==> src/rtl/mca_seq_ctrl.sv <==
// Purpose : sequences one adder-tree conversion per accepted S vector and holds the result for a valid/ready consumer.
// Latency : s_valid -> mca_start 1 cycle; mca_start -> out_valid MCA_LATENCY+1 cycles when the output slot is free.
// Backpr.  : a full, untaken output slot parks the finished conversion in WAIT; s_valid outside IDLE is dropped and flagged.
// Option  : define MCA_SEQ_OVERRUN_CNT_EN to add the 16-bit saturating overrun_cnt output.
module mca_seq_ctrl #(
   parameter int WIDTH_COEFFICIENT = 32,
   parameter int MCA_LATENCY       = 34
) (
   input  logic                                clk,
   input  logic                                resetn,
   input  logic                                enable,
   input  logic                                s_valid,
   output logic                                s_load,
   output logic                                mca_start,
   input  logic signed [WIDTH_COEFFICIENT-1:0] mca_sample,
   output logic signed [WIDTH_COEFFICIENT-1:0] sample_out,
   output logic                                out_valid,
   input  logic                                out_ready,
   output logic                                busy,
   output logic                                overrun,
`ifdef MCA_SEQ_OVERRUN_CNT_EN
   output logic [15:0]                         overrun_cnt,
`endif
   input  logic                                overrun_clr
);

   // MCA_LATENCY is limited to 2..255, so an 8-bit counter always suffices.
   localparam int         CNT_W = 8;
   localparam logic [7:0] LAT_C = 8'(MCA_LATENCY);

   typedef enum logic [1:0] {
      IDLE  = 2'd0,
      START = 2'd1,
      RUN   = 2'd2,
      WAIT  = 2'd3
   } state_e;

   state_e                         state_q, state_d;
   logic [CNT_W-1:0]               cnt_q, cnt_d;
   logic                           out_valid_q, out_valid_d;
   logic [WIDTH_COEFFICIENT-1:0]   sample_q, sample_d;
   logic                           overrun_q, overrun_d;
   logic                           capture;
   logic                           ovr_evt;

   // Any strobe that arrives while a conversion is in flight is lost; remember it.
   assign ovr_evt = s_valid && (state_q != IDLE);

   // Next-state, counter and capture decision; disable wins over everything.
   always_comb begin
      state_d = state_q;
      cnt_d   = cnt_q;
      capture = 1'b0;
      if (!enable) begin
         state_d = IDLE;
         cnt_d   = '0;
      end else begin
         unique case (state_q)
            IDLE: begin
               cnt_d = '0;
               if (s_valid) begin
                  state_d = START;
               end
            end
            START: begin
               // Counter value 1 belongs to the first cycle after the start pulse.
               cnt_d   = 8'd1;
               state_d = RUN;
            end
            RUN: begin
               if (cnt_q == LAT_C) begin
                  // Result is ready; take it now only if the output slot is free or being emptied.
                  if (!out_valid_q || out_ready) begin
                     capture = 1'b1;
                     state_d = IDLE;
                     cnt_d   = '0;
                  end else begin
                     state_d = WAIT;
                  end
               end else begin
                  cnt_d = cnt_q + 8'd1;
               end
            end
            WAIT: begin
               // mca_sample is held by the datapath until the next start, so it is still valid here.
               if (out_ready) begin
                  capture = 1'b1;
                  state_d = IDLE;
                  cnt_d   = '0;
               end
            end
            default: begin
               state_d = IDLE;
               cnt_d   = '0;
            end
         endcase
      end
   end

   // Output slot: a same-cycle capture refills it even while the old value is being taken.
   always_comb begin
      out_valid_d = out_valid_q;
      sample_d    = sample_q;
      if (!enable) begin
         out_valid_d = 1'b0;
      end else if (capture) begin
         out_valid_d = 1'b1;
         sample_d    = mca_sample;
      end else if (out_ready) begin
         out_valid_d = 1'b0;
      end
   end

   // Sticky overrun flag; a new event in the clearing cycle keeps it set.
   always_comb begin
      overrun_d = overrun_q;
      if (ovr_evt) begin
         overrun_d = 1'b1;
      end else if (overrun_clr) begin
         overrun_d = 1'b0;
      end
   end

   // Control state and latency counter.
   always_ff @(posedge clk or negedge resetn) begin
      if (!resetn) begin
         state_q <= IDLE;
         cnt_q   <= '0;
      end else begin
         state_q <= state_d;
         cnt_q   <= cnt_d;
      end
   end

   // Result register and its valid bit.
   always_ff @(posedge clk or negedge resetn) begin
      if (!resetn) begin
         out_valid_q <= 1'b0;
         sample_q    <= '0;
      end else begin
         out_valid_q <= out_valid_d;
         sample_q    <= sample_d;
      end
   end

   // Overrun flag register.
   always_ff @(posedge clk or negedge resetn) begin
      if (!resetn) begin
         overrun_q <= 1'b0;
      end else begin
         overrun_q <= overrun_d;
      end
   end

`ifdef MCA_SEQ_OVERRUN_CNT_EN
   logic [15:0] ovr_cnt_q, ovr_cnt_d;

   // Saturating count of dropped strobes; clear and event together leave a count of one.
   always_comb begin
      ovr_cnt_d = ovr_cnt_q;
      if (overrun_clr) begin
         ovr_cnt_d = ovr_evt ? 16'd1 : 16'd0;
      end else if (ovr_evt && (ovr_cnt_q != 16'hFFFF)) begin
         ovr_cnt_d = ovr_cnt_q + 16'd1;
      end
   end

   // Overrun counter register.
   always_ff @(posedge clk or negedge resetn) begin
      if (!resetn) begin
         ovr_cnt_q <= '0;
      end else begin
         ovr_cnt_q <= ovr_cnt_d;
      end
   end

   assign overrun_cnt = ovr_cnt_q;
`endif

   // Load and start are one shared single-cycle strobe decoded from START.
   assign s_load     = (state_q == START);
   assign mca_start  = (state_q == START);
   assign busy       = (state_q != IDLE);
   assign out_valid  = out_valid_q;
   assign sample_out = sample_q;
   assign overrun    = overrun_q;

endmodule
==> config.mk <==
export PLATFORM = sky130hd
export DESIGN_NAME = mca_seq_ctrl
export DESIGN_NICKNAME = d
export VERILOG_FILES = /design/src/rtl/mca_seq_ctrl.sv
export SDC_FILE = /design/constraint.sdc
export NUM_CORES = 1
export LEC_CHECK = 0
export ABC_AREA = 1
export CAP_MARGIN = 0
export CORE_UTILIZATION = 40
export CTS_BUF_LIST = sky130_fd_sc_hd__clkbuf_16
export CTS_CLUSTER_DIAMETER = 60
export CTS_CLUSTER_SIZE = 40
export DETAILED_ROUTE_END_ITERATION = 10
export PLACE_DENSITY = 0.7
export SYNTH_ARGS = -nofsm -noshare
export SYNTH_HDL_FRONTEND = slang
export SYNTH_SLANG_ARGS = --single-unit
export TNS_END_PERCENT = 30
==> constraint.sdc <==
create_clock -name clk -period 4.59 [get_ports clk]
set_input_delay 0.459 -clock clk [delete_from_list [all_inputs] [get_ports clk]]
set_output_delay 0.459 -clock clk [all_outputs]
set_load 0.005 [all_outputs]
==> results.ini, run 1 <==
[pwr]
p_comb_share_pct=33.9
cellPowerDensity_nw_per_um2=446
power_frac_seq_pct=41.0
p_leak_uw=0.00152
intPower_uw=978
vdd_drop_max_uv=229
switching_share_pct=28.5
p_clk_share_pct=25.1
switchingPower_uw=390

[logic_synthesis]
synth-seq-cells=44
synthMuxAreaShare_pct=0
syn-num-nets=316
netlist_instances=271
synth_top_area_share_pct=50.6
yosys.area_share.simple_pct=34.8
synth.area.top_cells=dfrtp_1, nand2_1, nand3_1, ha_1, inv_1
seq_area_frac_synth_pct=50.6
synth_xor_area_share_pct=0
synth_top_family_by_area=simple AND/OR/NAND/NOR gates
synth_cell_types=21
yosys_warnings=0
yosysTopAreaCell=dfrtp_1
synth_area_sq_um=2170
synthAdderAreaFrac_pct=4.03
avgSynthCellArea_sq_um=8.02
synth_compound_area_share_pct=3.22

[clocking]
cts_resized=0
hold_buffers=0
clockBufferDepth=2
post_cts_buffers=0
cts-root-buf=clkbuf_16
path_clk_slew_ns=0.06
ctsHtreeMaxLevel=2
clock_sinks=44
cts_tree=built
clk_latency_ns=0.28
numCtsBuffers=5

[drt]
vias=1966
drt_iter0_drc=94
drt-pass1-iter-count=5
wl_per_cell_microns=12.0
wl_microns=4950
via_per_inst=4.77
drc_errors=0
antenna_left=0

[global_routing]
grt_pass1_wl_microns=8020
grt_max_degree=45
track_usage_pct=18.9
antenna_found_initial=0
grt_pass1_vias=1769
overflow=0

[timing]
fin_skew_ns=0.00482
finalHoldViolations=0
post-route-period-util_pct=50.7
relSlewSlack_pct=34.8
timing.final.crit_period_ns=2.33
slew_violations=0
rsz0062_at_grt=false
finalSetupViolCount=0
fmax_mhz=429
fin_tns_setup_ns=0
fin_hold_ws_ns=0.320
tightest_slew_ns=0.978

[die]
initial_utilization_pct=42.0
coreArea_sq_um=5170
ioPinCount=75
die_x_microns=75.7
die_h_microns=75.7
rows=26
die-area_sq_um=5740

[placed_design]
io_buffers=74
dpl-instance-area_sq_um=2930
dp_hpwl_microns=3480
place_congestion=0.837

[setup_path]
worstPathMaxFanout=34
crit_type=flip-flop to flip-flop
end_kind=flip-flop
timing.critical_path.required_ns=4.81
arrival_ns=2.55
cp-start-kind=flip-flop

[layout]
nets=386
fillers=497
syn_to_final_growth_pct=41.2
finalInstanceArea_sq_um=3070
multi_input_area_sq_um=915
utilization_pct=59.4
register_area_sq_um=1100
drive_above_1_share_pct=4.39
diodes=0

[worst_hold_path]
hp-class=primary input to async pin

[run_status]
status=complete, no violations

[flow_run]
drv_cap=0

[power by group through the flow]
| stage | sequential [uW] | clock (uW) | combinational, uW |
|---|---|---|---|
| after floorplan | 565 | 0 | 178 |
| after global placement | 567 | 0 | 459 |
| after detailed placement | 565 | 0 | 468 |
| after CTS | 562 | 350 | 470 |
| after global routing | 573 | 367 | 518 |
| final | 561 | 344 | 463 |
[through the flow]
step | power, uW | instances | worst slack, ns
3_5_place_dp | 1030 | 404 | 1.97
3_3_place_gp | 1030 | 404 | 1.98
6_report | 1370 | 412 | 2.26
2_1_floorplan | 743 | 271 | 3.05
5_1_grt | 1460 | 412 | 1.95
4_1_cts | 1380 | 412 | 2.22
[layer usage]
layer / wire [microns] / global-route usage (%) / share of wire [%]
met1: 2340 / 25.4 / 47
met2: 2250 / 29.7 / 46
met3: 291 / 5.16 / 5.9
met4: 58 / 6.17 / 1.2
met5: 0 / 0 / 0
[worst max-delay path, cell delays in order, from the launching register on]
cell     delay (ns)
dfrtp_1        0.42
inv_1          0.13
ha_1           0.38
nand4_4        0.48
nand2_2        0.63
nand2_1        0.13
nand2_1        0.09
[placed cells by master, fill, tap and decap left out]
cell type         n
a21boi_2          1
buf_2             1
buf_4             1
clkbuf_16         5
clkdlybuf4s50_1  73
clkinv_4          1
dfrtp_1          44
ha_1              7
inv_1            21
inv_2             3
nand2_1          98
nand2_2           1
nand3_1          51
nand3b_1          2
nand4_1           1
nand4_4           1
nor2_1           17
nor2_4            1
nor3_1            2
o21ai_0           9
o21bai_1          1
o22ai_1           1
[flip-flops by register name, summed over array words and instances (netlist names)]
| signal | cells |
|---|---|
| state_q | 2 |
| overrun | 1 |
| out_valid | 1 |
| sample_out | 32 |
| cnt_q | 8 |
[cells in the mapped netlist]
cell,n
ha_1,7
nand4_1,1
inv_1,19
nor3_1,2
nand3b_1,2
nor2_4,1
nor2_1,17
inv_2,3
o21ai_0,9
nand3_1,51
nand2_1,98
buf_4,1
o21bai_1,1
nand4_4,1
dfrtp_1,44
nand2_2,1
buf_6,3
a21boi_2,1
o22ai_1,1
buf_2,4
clkbuf_1,4
[path summary, 6_finish.rpt]
path                           startpoint        endpoint  slack [ns]  cells after the start
setup / recovery               state_q[0]  sample_out[25]        2.26                      6
hold / removal                     resetn      state_q[0]        0.32                      1
setup reg to reg               state_q[0]  sample_out[25]        2.26                      6
hold reg to reg            sample_out[15]  sample_out[15]        0.51                      2
max in group asynchronous          resetn  sample_out[12]        3.65                      1
min in group clk           sample_out[15]  sample_out[15]        0.51                      2
[cell families (layout without fill, tap and decap cells)]
family,Yosys count,count (layout)
buffers and inverters,34,105
flip-flops,44,44
AND/OR/NAND/NOR,174,174
AO/OA/AOI/OAI,12,12
adder cells (fa/ha/maj),7,7
[area by class of cell]
cell class                      count  share of cell area [%]
Sequential cell                    44                    35.9
Multi-Input combinational cell    193                    29.8
Timing Repair Buffer               75                    24.2
Clock buffer                        5                    4.07
Tap cell                           70                    2.85
Inverter                           22                    2.69
Clock inverter                      3                   0.530
(Power assumes the default switching activity.)
==> run 2, diff against run 1 <==
- PLACE_DENSITY: 0.7 -> 0.73
- clock period: 4.59 -> 1.9 ns (I/O delays scaled with it)
==> run 2 against run 1 <==
  * Via count is 3.3% higher
  * Sequential share of layout area decreased by 1.3 points
  * Clock power rose to 2.9 times the previous value
  * Sequential power increased by 140%
  * Flip-flop and latch count unchanged
  * Global-route usage up 0.25 points
  * Total power increased to 2.5 times the previous value
==> results.ini, run 2 (synthesized netlist as in run 1, its figures left out) <==
[placed_design]
dp_hpwl_microns=3840
place_congestion=0.927
placed_cells=413
io_buffers=74

[die]
coreArea_sq_um=5170
rows=26
die_h_microns=75.7
die-area_sq_um=5740
initial_utilization_pct=42.0
die_x_microns=75.7
ioPinCount=75

[clocking]
ctsHtreeMaxLevel=2
clk_latency_ns=0.28
cts-root-buf=clkbuf_16
clock_sinks=44
clockBufferDepth=2
path_clk_slew_ns=0.06
post_cts_buffers=0
cts_tree=built
numCtsBuffers=5

[timing]
rsz0062_at_grt=false
relSlewSlack_pct=64.2
tightest_slew_ns=0.537
fmax_mhz=561
fin_skew_ns=0.00339
slew_violations=0
finalSetupViolCount=0
fin_tns_setup_ns=0
timing.final.crit_period_ns=1.78
post-route-period-util_pct=93.8
finalHoldViolations=0

[layout]
syn_to_final_growth_pct=46.5
diodes=0
drive_above_1_share_pct=7.10
utilization_pct=61.6
largest_register_ffs=32
fin_cells=422
nets=396
final_common_cell=nand2_1
layout_common_cells=nand2_1, clkdlybuf4s50_1, nand3_1

[global_routing]
grt_max_degree=24
overflow=0
grt_pass1_wl_microns=8200
grt_pass1_vias=1867
track_usage_pct=19.1
antenna_found_initial=0

[drt]
vias=2031
drc_errors=0
drt_iter0_drc=98
via_per_inst=4.81
antenna_left=0
wl_microns=5180
wl_per_cell_microns=12.3
drt-pass1-iter-count=4

[setup_path]
crit_path_frequent_cell=inv_1
crit_type=flip-flop to output port
crit_path_top_delay_cell=clkdlybuf4s50_1
worstPathCellList=inv_1 > ha_1 > inv_1 > clkdlybuf4s50_1
arrival_ns=1.59
r2r-start=cnt_q[0]
r2r_cells=9
cp-start-kind=flip-flop
end_kind=output port
worstReg2RegEnd=sample_out[3]
timing.critical_path.required_ns=1.71
r2r_slack_ns=0.17
worstPathMaxFanout=4
cpPeakStageDelay_ns=0.49

[pwr]
finalPower_uw=3480
cellPowerDensity_nw_per_um2=1090
p_leak_uw=0.00157
vdd_drop_max_uv=558

[run_status]
status=complete, no violations

[flow_run]
drv_cap=0

[worst_hold_path]
hp-class=primary input to async pin

## run 2: worst max path at each step
stage	start	to	cells past startpoint
after floorplan	state_q[0]	cnt_q[0]	10
after global placement	out_ready	cnt_q[0]	9
after detailed placement	out_ready	cnt_q[0]	9
after CTS	state_q[0]	busy	4
after global routing	cnt_q[0]	sample_out[10]	9
final	state_q[0]	busy	4
## run 2: what timing repair did
item | CTS | global route
gates resized for setup | 0 | 0
hold buffers | 1 | 0
hold endpoints to repair | 22 | 0
setup endpoints to repair | 0 | 0
## run 2: metal layers
metal / vias to the layer above / global-route usage [%] / routed length [microns]
met5: - / 0 / 0
met4: 0 / 5.76 / 21
met3: 2 / 4.89 / 250
met2: 63 / 32.4 / 2510
met1: 946 / 24.1 / 2400
li1: 1020 / - / -
## run 2: power breakdown
| group | switching (uW) | internal, uW |
|---|---|---|
| clock | 364 | 618 |
| sequential | 164 | 1190 |
| combinational | 436 | 712 |
## run 2: final cells by class
cell class                 instances  area [sq um]
clock buffer                       5           125
fill                             466          1990
tap                               70          87.6
inverter                          22          82.6
multi-input combinational        193           915
clock inverter                     3          42.5
sequential                        44          1100
timing repair buffer              85           833
## run 2: metrics by stage
stage	setup WS, ns	hold WS (ns)	instance area, sq um
after global placement	0.162	0.198	3010
after CTS	0.107	0.433	3190
after floorplan	0.357	-0.106	2170
final	0.118	0.420	3190
after global routing	0.0336	0.444	3190
after detailed placement	0.159	0.198	3010
## run 2: worst max-delay path, delay by kind of cell, from the launching register on
| kind | cells | cell delay [ns] |
|---|---|---|
| buffers and inverters | 3 | 0.66 |
| adder cells (fa/ha/maj) | 1 | 0.25 |
| flip-flops | 1 | 0.41 |
